`config.mk`:
```
export PLATFORM = sky130hd
export DESIGN_NAME = norm_sqrt_flat
export DESIGN_NICKNAME = d
export VERILOG_FILES = /design/src/rtl/norm_sqrt_if.sv /design/src/rtl/norm_sqrt.sv /design/src/flat_wrapper.sv
export SDC_FILE = /design/constraint.sdc
export NUM_CORES = 1
export LEC_CHECK = 0
export ABC_AREA = 1
export CORE_MARGIN = 3
export CORE_UTILIZATION = 45
export DETAILED_ROUTE_END_ITERATION = 8
export DONT_BUFFER_PORTS = 1
export PLACE_DENSITY = 0.71
export SLEW_MARGIN = 0
export SYNTH_ARGS = -nofsm -noshare
export SYNTH_HDL_FRONTEND = slang
export SYNTH_SLANG_ARGS = --single-unit
```
`constraint.sdc`:
```
create_clock -name clk -period 5.75 [get_ports clk]
set_clock_uncertainty 0.15 [all_clocks]
set_input_delay 0.8625 -clock clk [delete_from_list [all_inputs] [get_ports clk]]
set_output_delay 0.8625 -clock clk [all_outputs]
set_load 0.02 [all_outputs]
```
`src/rtl/norm_sqrt_if.sv`:
```
// norm_sqrt handshake bundle: squared-norm request in, rounded/floor root out.
// master drives the request and out_ready; slave is the sqrt stage.
interface norm_sqrt_if #(
   parameter int PRECIS   = 39,
   parameter int LEN_SIZE = 8,
   parameter int ROOT_W   = (PRECIS + 1) / 2
);
   logic                start;
   logic [PRECIS-1:0]   norm2;
   logic [LEN_SIZE-1:0] len;
   logic                busy;
   logic                out_valid;
   logic                out_ready;
   logic [ROOT_W-1:0]   norm;
   logic [LEN_SIZE-1:0] len_out;
   logic                exact;

   modport master (
      output start, norm2, len, out_ready,
      input  busy, out_valid, norm, len_out, exact
   );

   modport slave (
      input  start, norm2, len, out_ready,
      output busy, out_valid, norm, len_out, exact
   );
endinterface

```
`src/rtl/norm_sqrt.sv`:
```
// Non-restoring integer square root, one root bit per clock.
// Define NORM_SQRT_ROUND_EN to round the root to nearest instead of floor.
module norm_sqrt #(
   parameter int PRECIS   = 39,
   parameter int LEN_SIZE = 8,
   parameter int ROOT_W   = (PRECIS + 1) / 2
) (
   input logic       clk,
   input logic       rst,
   norm_sqrt_if.slave bus
);
   localparam int RAD_W = 2 * ROOT_W;
   localparam int REM_W = ROOT_W + 2;
   localparam int IW    = $clog2(ROOT_W);

`ifdef NORM_SQRT_ROUND_EN
   typedef enum logic [1:0] {IDLE, CALC, ROUND, DONE} state_t;
`else
   typedef enum logic [1:0] {IDLE, CALC, DONE} state_t;
`endif

   state_t state, nxt;

   logic [RAD_W-1:0]    rad;
   logic [REM_W-1:0]    rem;
   logic [ROOT_W-1:0]   root;
   logic [IW-1:0]       iter;
   logic [ROOT_W-1:0]   norm;
   logic [LEN_SIZE-1:0] len_out;
   logic                exact;

   logic [IW:0]         idx;
   logic [1:0]          pair;
   logic [REM_W-1:0]    rem_sh, rem_n, rem_f;
   logic [ROOT_W-1:0]   root_n;
   logic                last;

   assign idx  = {iter, 1'b0};
   assign pair = rad[idx +: 2];
   assign last = (iter == '0);

   // remainder is two's complement; its sign picks subtract vs add
   assign rem_sh = (rem << 2) | {{ROOT_W{1'b0}}, pair};
   assign rem_n  = rem[REM_W-1] ? rem_sh + {root, 2'b11}
                                : rem_sh - {root, 2'b01};
   assign root_n = {root[ROOT_W-2:0], ~rem_n[REM_W-1]};
   assign rem_f  = rem_n[REM_W-1] ? rem_n + {1'b0, root_n, 1'b1}
                                  : rem_n;

   always_ff @(posedge clk) begin
      if (rst) state <= IDLE;
      else     state <= nxt;
   end

   always_comb begin
      nxt = state;
      unique case (state)
         IDLE: if (bus.start) nxt = (bus.len == '0) ? DONE : CALC;
         CALC: if (last) begin
`ifdef NORM_SQRT_ROUND_EN
            nxt = ROUND;
`else
            nxt = DONE;
`endif
         end
`ifdef NORM_SQRT_ROUND_EN
         ROUND: nxt = DONE;
`endif
         DONE: if (bus.out_ready) nxt = IDLE;
         default: nxt = IDLE;
      endcase
   end

   always_ff @(posedge clk) begin
      if (rst) begin
         rad     <= '0;
         rem     <= '0;
         root    <= '0;
         iter    <= '0;
         norm    <= '0;
         len_out <= '0;
         exact   <= 1'b0;
      end else begin
         unique case (state)
            IDLE: if (bus.start) begin
               rad     <= RAD_W'(bus.norm2);
               len_out <= bus.len;
               if (bus.len == '0) begin
                  norm  <= '0;
                  exact <= 1'b1;
               end else begin
                  root <= '0;
                  rem  <= '0;
                  iter <= IW'(ROOT_W - 1);
               end
            end
            CALC: begin
               root <= root_n;
               iter <= iter - 1'b1;
               if (last) begin
                  rem   <= rem_f;
                  exact <= (rem_f == '0);
`ifndef NORM_SQRT_ROUND_EN
                  norm  <= root_n;
`endif
               end else begin
                  rem <= rem_n;
               end
            end
`ifdef NORM_SQRT_ROUND_EN
            // sqrt >= root+0.5 exactly when remainder exceeds root
            ROUND: begin
               if (rem > {2'b00, root})
                  norm <= (&root) ? root : root + 1'b1;
               else
                  norm <= root;
            end
`endif
            default: ;
         endcase
      end
   end

   assign bus.busy      = (state != IDLE);
   assign bus.out_valid = (state == DONE);
   assign bus.norm      = norm;
   assign bus.len_out   = len_out;
   assign bus.exact     = exact;
endmodule

```
`src/flat_wrapper.sv`:
```
// flat-port wrapper written by rule: the top's interface ports become plain ports
module norm_sqrt_flat 
#(
   parameter int PRECIS   = 39,
   parameter int LEN_SIZE = 8,
   parameter int ROOT_W   = (PRECIS + 1) / 2
)
  (clk, rst, bus_start, bus_norm2, bus_len, bus_out_ready, bus_busy, bus_out_valid, bus_norm, bus_len_out, bus_exact);
  norm_sqrt_if #(.PRECIS(PRECIS), .LEN_SIZE(LEN_SIZE), .ROOT_W(ROOT_W)) bus_i ();
  input logic clk;
  input logic rst;
  input wire logic [$bits(bus_i.start)-1:0] bus_start;
  input wire logic [$bits(bus_i.norm2)-1:0] bus_norm2;
  input wire logic [$bits(bus_i.len)-1:0] bus_len;
  input wire logic [$bits(bus_i.out_ready)-1:0] bus_out_ready;
  output wire logic [$bits(bus_i.busy)-1:0] bus_busy;
  output wire logic [$bits(bus_i.out_valid)-1:0] bus_out_valid;
  output wire logic [$bits(bus_i.norm)-1:0] bus_norm;
  output wire logic [$bits(bus_i.len_out)-1:0] bus_len_out;
  output wire logic [$bits(bus_i.exact)-1:0] bus_exact;
  assign bus_i.start = bus_start;
  assign bus_i.norm2 = bus_norm2;
  assign bus_i.len = bus_len;
  assign bus_i.out_ready = bus_out_ready;
  assign bus_busy = bus_i.busy;
  assign bus_out_valid = bus_i.out_valid;
  assign bus_norm = bus_i.norm;
  assign bus_len_out = bus_i.len_out;
  assign bus_exact = bus_i.exact;
  norm_sqrt #(.PRECIS(PRECIS), .LEN_SIZE(LEN_SIZE), .ROOT_W(ROOT_W)) u_core (.clk(clk), .rst(rst), .bus(bus_i));
endmodule
```
==> results of run 1 <==
[what timing repair did]
action | 4_1_cts | 5_1_grt
setup endpoints to repair | 0 | 1
gates resized for setup | 0 | 5
hold buffers | 0 | 0
[worst min-delay path by stage]
stage / from / end / slack (ns) / cells past startpoint
2_1_floorplan: u_core.rad[10] / u_core.rad[10] / 0.28 / 2
3_3_place_gp: u_core.rad[21] / u_core.rad[21] / 0.30 / 2
3_5_place_dp: u_core.rad[15] / u_core.rad[15] / 0.30 / 2
4_1_cts: u_core.rad[15] / u_core.rad[15] / 0.31 / 2
5_1_grt: u_core.rad[27] / u_core.rad[27] / 0.33 / 2
6_report: u_core.rad[21] / u_core.rad[21] / 0.30 / 2
[sequential cells by signal (all words and copies together) (netlist names)]
signal and flops:
u_core.bus.exact 1, u_core.bus.len_out 8, u_core.bus.norm 20, u_core.iter 5, u_core.rad 39, u_core.rem 21, u_core.root 20, u_core.state 2
[kinds of logic after synthesis]
| family | after synthesis | share of synthesized area, % |
|---|---|---|
| compound gates | 266 | 18.85 |
| buf+inv | 172 | 8.995 |
| fa+ha+maj | 41 | 6.880 |
| simple gates | 509 | 29.20 |
| xor+xnor | 42 | 4.934 |
| flops | 116 | 31.15 |
[critical path: cells and delay by family (launching register included)]
kind | cells | cell delay, ns
XOR/XNOR | 1 | 0.16
flip-flops | 1 | 0.40
AO/OA/AOI/OAI | 11 | 1.86
buffers and inverters | 3 | 0.40
adder cells (fa/ha/maj) | 2 | 0.58
AND/OR/NAND/NOR | 17 | 1.58
[layout make-up]
| type | count | area share [%] |
|---|---|---|
| Timing Repair Buffer | 8 | 0.7373 |
| Multi-Input combinational cell | 858 | 54.84 |
| Sequential cell | 116 | 28.53 |
| Inverter | 124 | 5.745 |
| Clock inverter | 14 | 1.444 |
| Tap cell | 216 | 3.318 |
| Clock buffer | 18 | 5.392 |
[metrics by stage]
| step | area (um2) | hold WS [ns] | setup slack (ns) | utilization, % |
|---|---|---|---|---|
| 2_1_floorplan | 7456 | 0.2792 | 1.051 | - |
| 4_1_cts | 8138 | 0.3113 | 0.3646 | 50.68 |
| 5_1_grt | 8145 | 0.3258 | 0.06016 | 50.72 |
| 3_3_place_gp | 7581 | 0.2969 | 0.5462 | 47.21 |
| 6_report | 8145 | 0.3049 | 0.5368 | 50.72 |
| 3_5_place_dp | 7581 | 0.3022 | 0.4121 | 47.21 |
[layout by cell type (no fill, tap or decap), types with 3 or more instances in the layout]
cell type,count
a211oi_1,5
a21oi_1,119
a31oi_1,16
buf_4,8
clkbuf_16,17
clkinvlp_4,3
dfxtp_1,115
ha_1,41
inv_1,116
inv_2,5
inv_6,7
nand2_1,239
nand2_2,14
nand3_1,78
nand3_2,6
nand3b_1,5
nand4_1,5
nor2_1,142
nor3_1,5
nor4_1,4
o21ai_0,106
o21ai_1,6
or2_2,5
xnor2_1,28
xor2_1,14
[per-layer routing]
layer	global-route usage [%]	vias up
met3	4.247	22
met2	33.30	221
li1	-	3720
met4	6.505	0
met1	32.61	3306
met5	0	-
==> impl_metrics.py, run 1 <==
metrics = {
    "die": {
        "ios": 82,
        "initial_utilization_pct": 46.43,
        "die_y_um": 134.7,
        "dieArea_um2": 18150,
        "row_count": 46,
        "fp.dieW_um": 134.7,
        "core_um2": 16060,
    },
    "synth": {
        "yosysWarnings": 0,
        "synth_top_area_share_pct": 31.15,
        "syn_avg_cell_area_um2": 6.506,
        "synth_area_leaders": "dfxtp_1 (31%), nand2_1 (12%), a21oi_1 (8.0%), o21ai_0 (7.2%), nor2_1 (7.1%)",
        "synth-edff-count": 0,
        "synth-seq-area-share_pct": 31.15,
        "synthFlopType": "dfxtp_1",
        "synth_top_cell_by_area": "dfxtp_1",
        "syn_nets": 1238,
        "ys_async_sr_fraction_pct": 0,
        "yosysMostFrequentCell": "nand2_1",
        "syn_inst": 1146,
        "yosys-top-cells-count": "nand2_1 (239), nor2_1 (142), a21oi_1 (119)",
        "ys_ff_latch": 116,
        "netlist_area_um2": 7456,
        "ys_types": 41,
    },
    "cts": {
        "cts-root-buf": "clkbuf_16",
        "numCtsBuffers": 17,
        "ctsHtreeMaxLevel": 4,
        "tritoncts": "built",
        "clk_latency_ns": 0.42,
        "post_cts_buffers": 0,
        "clkSinkCount": 116,
        "cts.path.max_buffers": 2,
        "clk_pin_slew_ns": 0.06,
    },
    "setup_path": {
        "regToRegSetupSlack_ns": 0.54,
        "worstPathMaxFanout": 17,
        "worstReg2RegEnd": "u_core.bus.exact",
        "path_common_cell": "nand2_1",
        "worstRegToRegCells": 34,
        "end_kind": "flop",
        "slowest_delay_ns": 0.40,
        "crit_arrival_ns": 5.41,
        "cp-endpoint": "u_core.bus.exact",
        "critPathKind": "flop to flop",
        "start_kind": "flop",
        "crit_slowest_cell": "dfxtp_2",
        "reg2reg_from": "u_core.iter[0]",
        "required_ns": 5.95,
        "cp-startpoint": "u_core.iter[0]",
    },
    "global_route": {
        "grt_first_pass_wirelength_um": 33200,
        "grt_util_all_layers_pct": 22.27,
        "grt_pass1_vias": 6742,
        "grt_max_degree": 79,
        "antenna_found_initial": 0,
        "globalRoute.totalOverflow": 0,
    },
    "final_layout": {
        "antenna_cells": 0,
        "multi_input_area_um2": 4467,
        "final_nets": 1217,
        "ff_latch_area_um2": 2323,
        "nFillCells": 1598,
        "stdcell_count": 1354,
        "area_delta_synth_final_pct": 9.246,
        "drive_gt1_share_pct": 6.942,
    },
    "timing": {
        "setup_tns_ns": 0,
        "max_freq_ghz": 0.1918,
        "final-max-slew-violation-count": 0,
        "max_slew_margin_pct": 29.25,
        "setup_viol": 0,
        "rsz0062_at_grt": "false",
        "hold_viol": 0,
        "fin_crit_sh_pct": 90.66,
        "worst_pin_slew_ns": 1.060,
        "min_period_ns": 5.213,
    },
    "placed_design": {
        "dpl.cell_count": 1322,
        "gp_congestion": 0.9930,
        "port_buffers": 0,
        "dp_hpwl_um": 14710,
    },
    "route": {
        "drt_first_pass_iters": 7,
        "num_vias": 7269,
        "antenna_left": 0,
        "via_per_inst": 5.369,
        "drc_errors": 0,
        "wl_met2_um": 8466,
        "drt_iter0_markers": 582,
        "route.met3.wl_um": 1483,
        "wl_met1_um": 9704,
        "topRoutingLayerUsed": "met4",
        "routedWlPerCell_um": 14.70,
        "drt-total-wl_um": 19910,
    },
    "run_status": {
        "status": "finished, final reports clean",
    },
    "job": {
        "maxCapViolations": 0,
    },
    "worst_hold_path": {
        "hold_class": "flop to flop",
    },
}
Power of run 1 is not shown: default switching activity piles up to over one toggle a cycle in this logic, so the estimate is an artifact.
==> inputs of run 2 (changes only) <==
--- a/config.mk
+++ b/config.mk
@@ -10,6 +10,7 @@
 export CORE_UTILIZATION = 45
 export DETAILED_ROUTE_END_ITERATION = 8
 export DONT_BUFFER_PORTS = 1
+export GPL_TIMING_DRIVEN = 0
 export PLACE_DENSITY = 0.71
 export SLEW_MARGIN = 0
 export SYNTH_ARGS = -nofsm -noshare
==> run 2 against run 1 <==
Effect of this change:
- register-to-register slack worse by 0.05 ns
- die area unchanged
- final cell count is 3.0% higher
- core utilization grew 1.3 points
- non-clock buffer count increased by 40
- critical path type unchanged
==> impl_metrics.py, run 2 (synthesis results as in run 1) <==
metrics = {
    "run_status": {
        "status": "finished, final reports clean",
    },
    "die": {
        "die_y_um": 134.7,
        "row_count": 46,
        "ios": 82,
        "fp.dieW_um": 134.7,
        "initial_utilization_pct": 46.43,
        "dieArea_um2": 18150,
        "core_um2": 16060,
    },
    "worst_hold_path": {
        "hold_class": "flop to flop",
    },
    "timing": {
        "max_slew_margin_pct": 46.11,
        "final-max-slew-violation-count": 0,
        "setup_viol": 0,
        "min_period_ns": 5.267,
        "max_freq_ghz": 0.1898,
        "fin_crit_sh_pct": 91.61,
        "worst_pin_slew_ns": 0.8036,
        "setup_tns_ns": 0,
        "hold_viol": 0,
        "hold_ws_ns": 0.3020,
    },
    "final_layout": {
        "multi_input_area_um2": 4483,
        "ff_latch_area_um2": 2323,
        "mostFrequentLayoutCells": "nand2_1 (239), nor2_1 (142), inv_1 (118), a21oi_1 (118), dfxtp_1 (115)",
        "drive_gt1_share_pct": 6.961,
        "antenna_cells": 0,
        "nFillCells": 1597,
        "area_delta_synth_final_pct": 12.10,
        "regMostFlops": "u_core.rad",
        "fin_util_pct": 52.05,
        "reg_top3": "u_core.rad: 39 flops, u_core.rem: 21 flops",
        "layout_commonest_cell": "nand2_1",
        "final_nets": 1257,
        "largest_reg_flops": 39,
    },
    "setup_path": {
        "crit_arrival_ns": 5.46,
        "crit_slowest_cell": "ha_1",
        "start_kind": "flop",
        "required_ns": 5.94,
        "end_kind": "flop",
        "slowest_delay_ns": 0.37,
        "critPathKind": "flop to flop",
        "path_common_cell": "nand2_1",
        "worstPathMaxFanout": 11,
    },
    "global_route": {
        "antenna_found_initial": 0,
        "globalRoute.totalOverflow": 0,
        "grt_pass1_vias": 6985,
        "grt_util_all_layers_pct": 23.20,
        "grt_first_pass_wirelength_um": 34170,
        "grt_max_degree": 17,
    },
    "cts": {
        "clk_pin_slew_ns": 0.06,
        "cts.path.max_buffers": 2,
        "clkSinkCount": 116,
        "cts-root-buf": "clkbuf_16",
        "clk_latency_ns": 0.42,
        "numCtsBuffers": 17,
        "ctsHtreeMaxLevel": 4,
        "tritoncts": "built",
        "postCtsHoldBufs": 0,
    },
    "route": {
        "drt_first_pass_iters": 5,
        "drt_iter0_markers": 568,
        "antenna_left": 0,
        "via_per_inst": 5.312,
        "routedWlPerCell_um": 14.92,
        "drt-total-wl_um": 20800,
        "drc_errors": 0,
        "num_vias": 7405,
    },
    "placed_design": {
        "gp_congestion": 0.9164,
        "dp_hpwl_um": 16140,
        "port_buffers": 0,
    },
    "job": {
        "maxCapViolations": 0,
    },
}
-- run 2: cell count changes in the layout (fill, tap and decap cells not counted), sizes merged --
cell    before  now
bufinv       0    3
buf          8   13
inv        130  127
clkbuf      18   53
-- run 2: per-stage QoR --
step	cell area [um2]	setup slack (ns)	instances
after floorplan	7456	1.051	1146
after global placement	7726	0.2194	1362
after detailed placement	7726	0.2057	1362
after CTS	8330	0.1560	1394
after global routing	8358	-0.01951	1394
final	8358	0.4826	1394
-- run 2: final timing paths --
| path | from | end | slack [ns] | cells past startpoint |
|---|---|---|---|---|
| worst min-delay path | u_core.rad[10] | u_core.rad[10] | 0.30 | 2 |
| worst max register to register | u_core.iter[1] | u_core.bus.exact | 0.48 | 35 |
| worst min register to register | u_core.rad[10] | u_core.rad[10] | 0.30 | 2 |
| worst max-delay path | u_core.iter[1] | u_core.bus.exact | 0.48 | 35 |
-- run 2: layout make-up --
class                           count  share of cell area [%]
Inverter                          124                   5.569
Multi-Input combinational cell    858                   53.64
Buffer                             48                   2.530
Clock buffer                       18                   5.135
Tap cell                          216                   3.234
Clock inverter                     14                   2.096
Sequential cell                   116                   27.80
-- run 2: worst max-delay path: cells and delay by family, from the launching register on --
family / cells / cell delay, ns
and+or+nand+nor: 15 / 1.75
AOI/OAI and AO/OA: 11 / 1.56
buffers and inverters: 6 / 0.63
adders and majority gates: 2 / 0.60
DFF: 1 / 0.34
xor gates and xnor gates: 1 / 0.17
-- run 2: metal layers --
| layer | wire [um] | GRT usage [%] |
|---|---|---|
| met4 | 172 | 5.882 |
| met2 | 9329 | 36.85 |
| met5 | 0 | 0 |
| met1 | 9997 | 32.47 |
| met3 | 1304 | 4.545 |
-- run 2: what timing repair did --
item | CTS | global route
gates resized for setup | 0 | 11
setup endpoints to repair | 0 | 3
setup buffers | 0 | 0
Power of run 2 is left out for the same reason.
==> inputs of run 3 (changes only) <==
--- a/config.mk
+++ b/config.mk
@@ -10,8 +10,8 @@
 export CORE_UTILIZATION = 45
 export DETAILED_ROUTE_END_ITERATION = 8
 export DONT_BUFFER_PORTS = 1
-export GPL_TIMING_DRIVEN = 0
 export PLACE_DENSITY = 0.71
+export RECOVER_POWER = 50
 export SLEW_MARGIN = 0
 export SYNTH_ARGS = -nofsm -noshare
 export SYNTH_HDL_FRONTEND = slang
==> run 3 against run 2 <==
Effect of this change:
- the run now ends with max-capacitance violations, max-slew violations left
- cell area decreased by 2.6%
- global-route usage decreased by 0.93 points
- first-iteration DRC count increased by 1.1%
- routed wire length decreased by 4.2%
- core utilization decreased by 1.3 points
- count of clock-buffer cells in the layout unchanged
- critical path type unchanged
- critical endpoint unchanged
==> impl_metrics.py, run 3 (synthesis results as in run 1) <==
metrics = {
    "setup_path": {
        "end_kind": "flop",
        "reg2reg_from": "u_core.iter[0]",
        "worstRegToRegCells": 34,
        "crit_slowest_cell": "dfxtp_2",
        "regToRegSetupSlack_ns": 0.52,
        "path_common_cell": "nand2_1",
        "slowest_delay_ns": 0.40,
        "required_ns": 5.95,
        "start_kind": "flop",
        "crit_arrival_ns": 5.43,
        "worstPathMaxFanout": 17,
        "worstReg2RegEnd": "u_core.bus.exact",
        "critPathKind": "flop to flop",
    },
    "die": {
        "row_count": 46,
        "dieArea_um2": 18150,
        "initial_utilization_pct": 46.43,
        "core_um2": 16060,
        "die_y_um": 134.7,
        "ios": 82,
        "fp.dieW_um": 134.7,
    },
    "cts": {
        "clkSinkCount": 116,
        "post_cts_buffers": 0,
        "numCtsBuffers": 17,
        "ctsHtreeMaxLevel": 4,
        "cts-root-buf": "clkbuf_16",
        "tritoncts": "built",
        "clk_pin_slew_ns": 0.06,
        "postCtsHoldBufs": 0,
        "clk_latency_ns": 0.42,
        "cts.path.max_buffers": 2,
    },
    "timing": {
        "setup_tns_ns": 0,
        "max_slew_margin_pct": -29.02,
        "fin_crit_sh_pct": 91.03,
        "setup_viol": 0,
        "hold_viol": 0,
        "final-max-slew-violation-count": 79,
        "worst_pin_slew_ns": 1.933,
        "rsz0062_at_grt": "false",
        "min_period_ns": 5.234,
        "max_freq_ghz": 0.1910,
    },
    "run_status": {
        "violations": "max-capacitance violations, max-slew violations",
        "status": "finished, violations left",
    },
    "route": {
        "num_vias": 7303,
        "via_per_inst": 5.394,
        "drt_first_pass_iters": 5,
        "drc_errors": 0,
        "drt_iter0_markers": 574,
        "antenna_left": 0,
        "drt-total-wl_um": 19930,
        "routedWlPerCell_um": 14.72,
    },
    "final_layout": {
        "mostFrequentLayoutCells": "nand2_1 (239), nor2_1 (142), a21oi_1 (119), inv_1 (117), dfxtp_1 (115)",
        "antenna_cells": 0,
        "multi_input_area_um2": 4467,
        "reg_top3": "u_core.rad: 39 flops, u_core.rem: 21 flops",
        "nFillCells": 1600,
        "regMostFlops": "u_core.rad",
        "ff_latch_area_um2": 2323,
        "largest_reg_flops": 39,
        "final_nets": 1217,
        "drive_gt1_share_pct": 6.766,
        "layout_commonest_cell": "nand2_1",
        "area_delta_synth_final_pct": 9.196,
    },
    "global_route": {
        "antenna_found_initial": 0,
        "grt_max_degree": 79,
        "grt_first_pass_wirelength_um": 33200,
        "globalRoute.totalOverflow": 0,
        "grt_pass1_vias": 6742,
        "grt_util_all_layers_pct": 22.27,
    },
    "worst_hold_path": {
        "worstHoldPathCells": 2,
        "hold_class": "flop to flop",
        "hold_path_end": "u_core.rad[21]",
        "min-delay-start": "u_core.rad[21]",
    },
    "placed_design": {
        "gp_congestion": 0.9930,
        "dp_hpwl_um": 14710,
        "port_buffers": 0,
    },
    "job": {
        "maxCapViolations": 1,
    },
}
==> run 3: cell count changes in the layout (fill, tap and decap cells not counted), moves of 2 or more <==
cell and delta:
inv_6 +3, clkbuf_1 -32, buf_6 -2, buf_2 -3, buf_1 -7, bufinv_16 -3, clkbuf_4 -2, buf_4 +6
==> run 3: how the worst max path moves through the flow <==
stage / startpoint / end / slack, ns / cells past startpoint
4_1_cts: u_core.iter[0] / u_core.bus.exact / 0.36 / 35
5_1_grt: u_core.iter[0] / u_core.bus.exact / 0.06 / 34
3_5_place_dp: u_core.iter[0] / u_core.bus.exact / 0.41 / 34
6_report: u_core.iter[0] / u_core.bus.exact / 0.52 / 34
3_3_place_gp: u_core.iter[0] / u_core.bus.exact / 0.55 / 35
2_1_floorplan: u_core.rem[21] / u_core.bus.exact / 1.05 / 28
==> run 3: timing repair <==
item,4_1_cts,5_1_grt
endpoints found under the setup margin,0,1
gates resized for setup,0,5
endpoints found under the hold margin,0,0
==> run 3: area by class of cell <==
| type | instances | area share (%) |
|---|---|---|
| multi-input combinational | 858 | 54.86 |
| sequential | 116 | 28.54 |
| inverter | 124 | 5.748 |
| clock buffer | 18 | 5.394 |
| tap | 216 | 3.319 |
| clock inverter | 14 | 1.445 |
| timing repair buffer | 8 | 0.6916 |
==> run 3: worst max-delay path: cells and delay by family (launching register included) <==
| family | cells | cell delay, ns |
|---|---|---|
| AO/OA/AOI/OAI | 11 | 1.88 |
| AND/OR/NAND/NOR | 17 | 1.56 |
| adder cells (fa/ha/maj) | 2 | 0.58 |
| flip-flops | 1 | 0.40 |
| buffers and inverters | 3 | 0.40 |
| XOR/XNOR | 1 | 0.16 |
==> run 3: per-layer routing <==
metal | GRT usage, % | vias to the layer above | share of wire [%]
li1 | - | 3721 | -
met1 | 32.61 | 3311 | 49
met2 | 33.30 | 246 | 42
met3 | 4.247 | 25 | 7.4
met4 | 6.505 | 0 | 1.3
met5 | 0 | - | 0
==> run 3: stage by stage <==
step / area (um2) / instances / setup WS (ns) / hold WS, ns / utilization, %
global route: 8142 / 1354 / 0.06016 / 0.3258 / 50.70
detailed placement: 7581 / 1322 / 0.4121 / 0.3022 / 47.21
finish: 8142 / 1354 / 0.5155 / 0.3048 / 50.70
floorplan: 7456 / 1146 / 1.051 / 0.2792 / -
global placement: 7581 / 1322 / 0.5462 / 0.2969 / 47.21
CTS: 8138 / 1354 / 0.3646 / 0.3113 / 50.68
Power of run 3 is left out for the same reason.
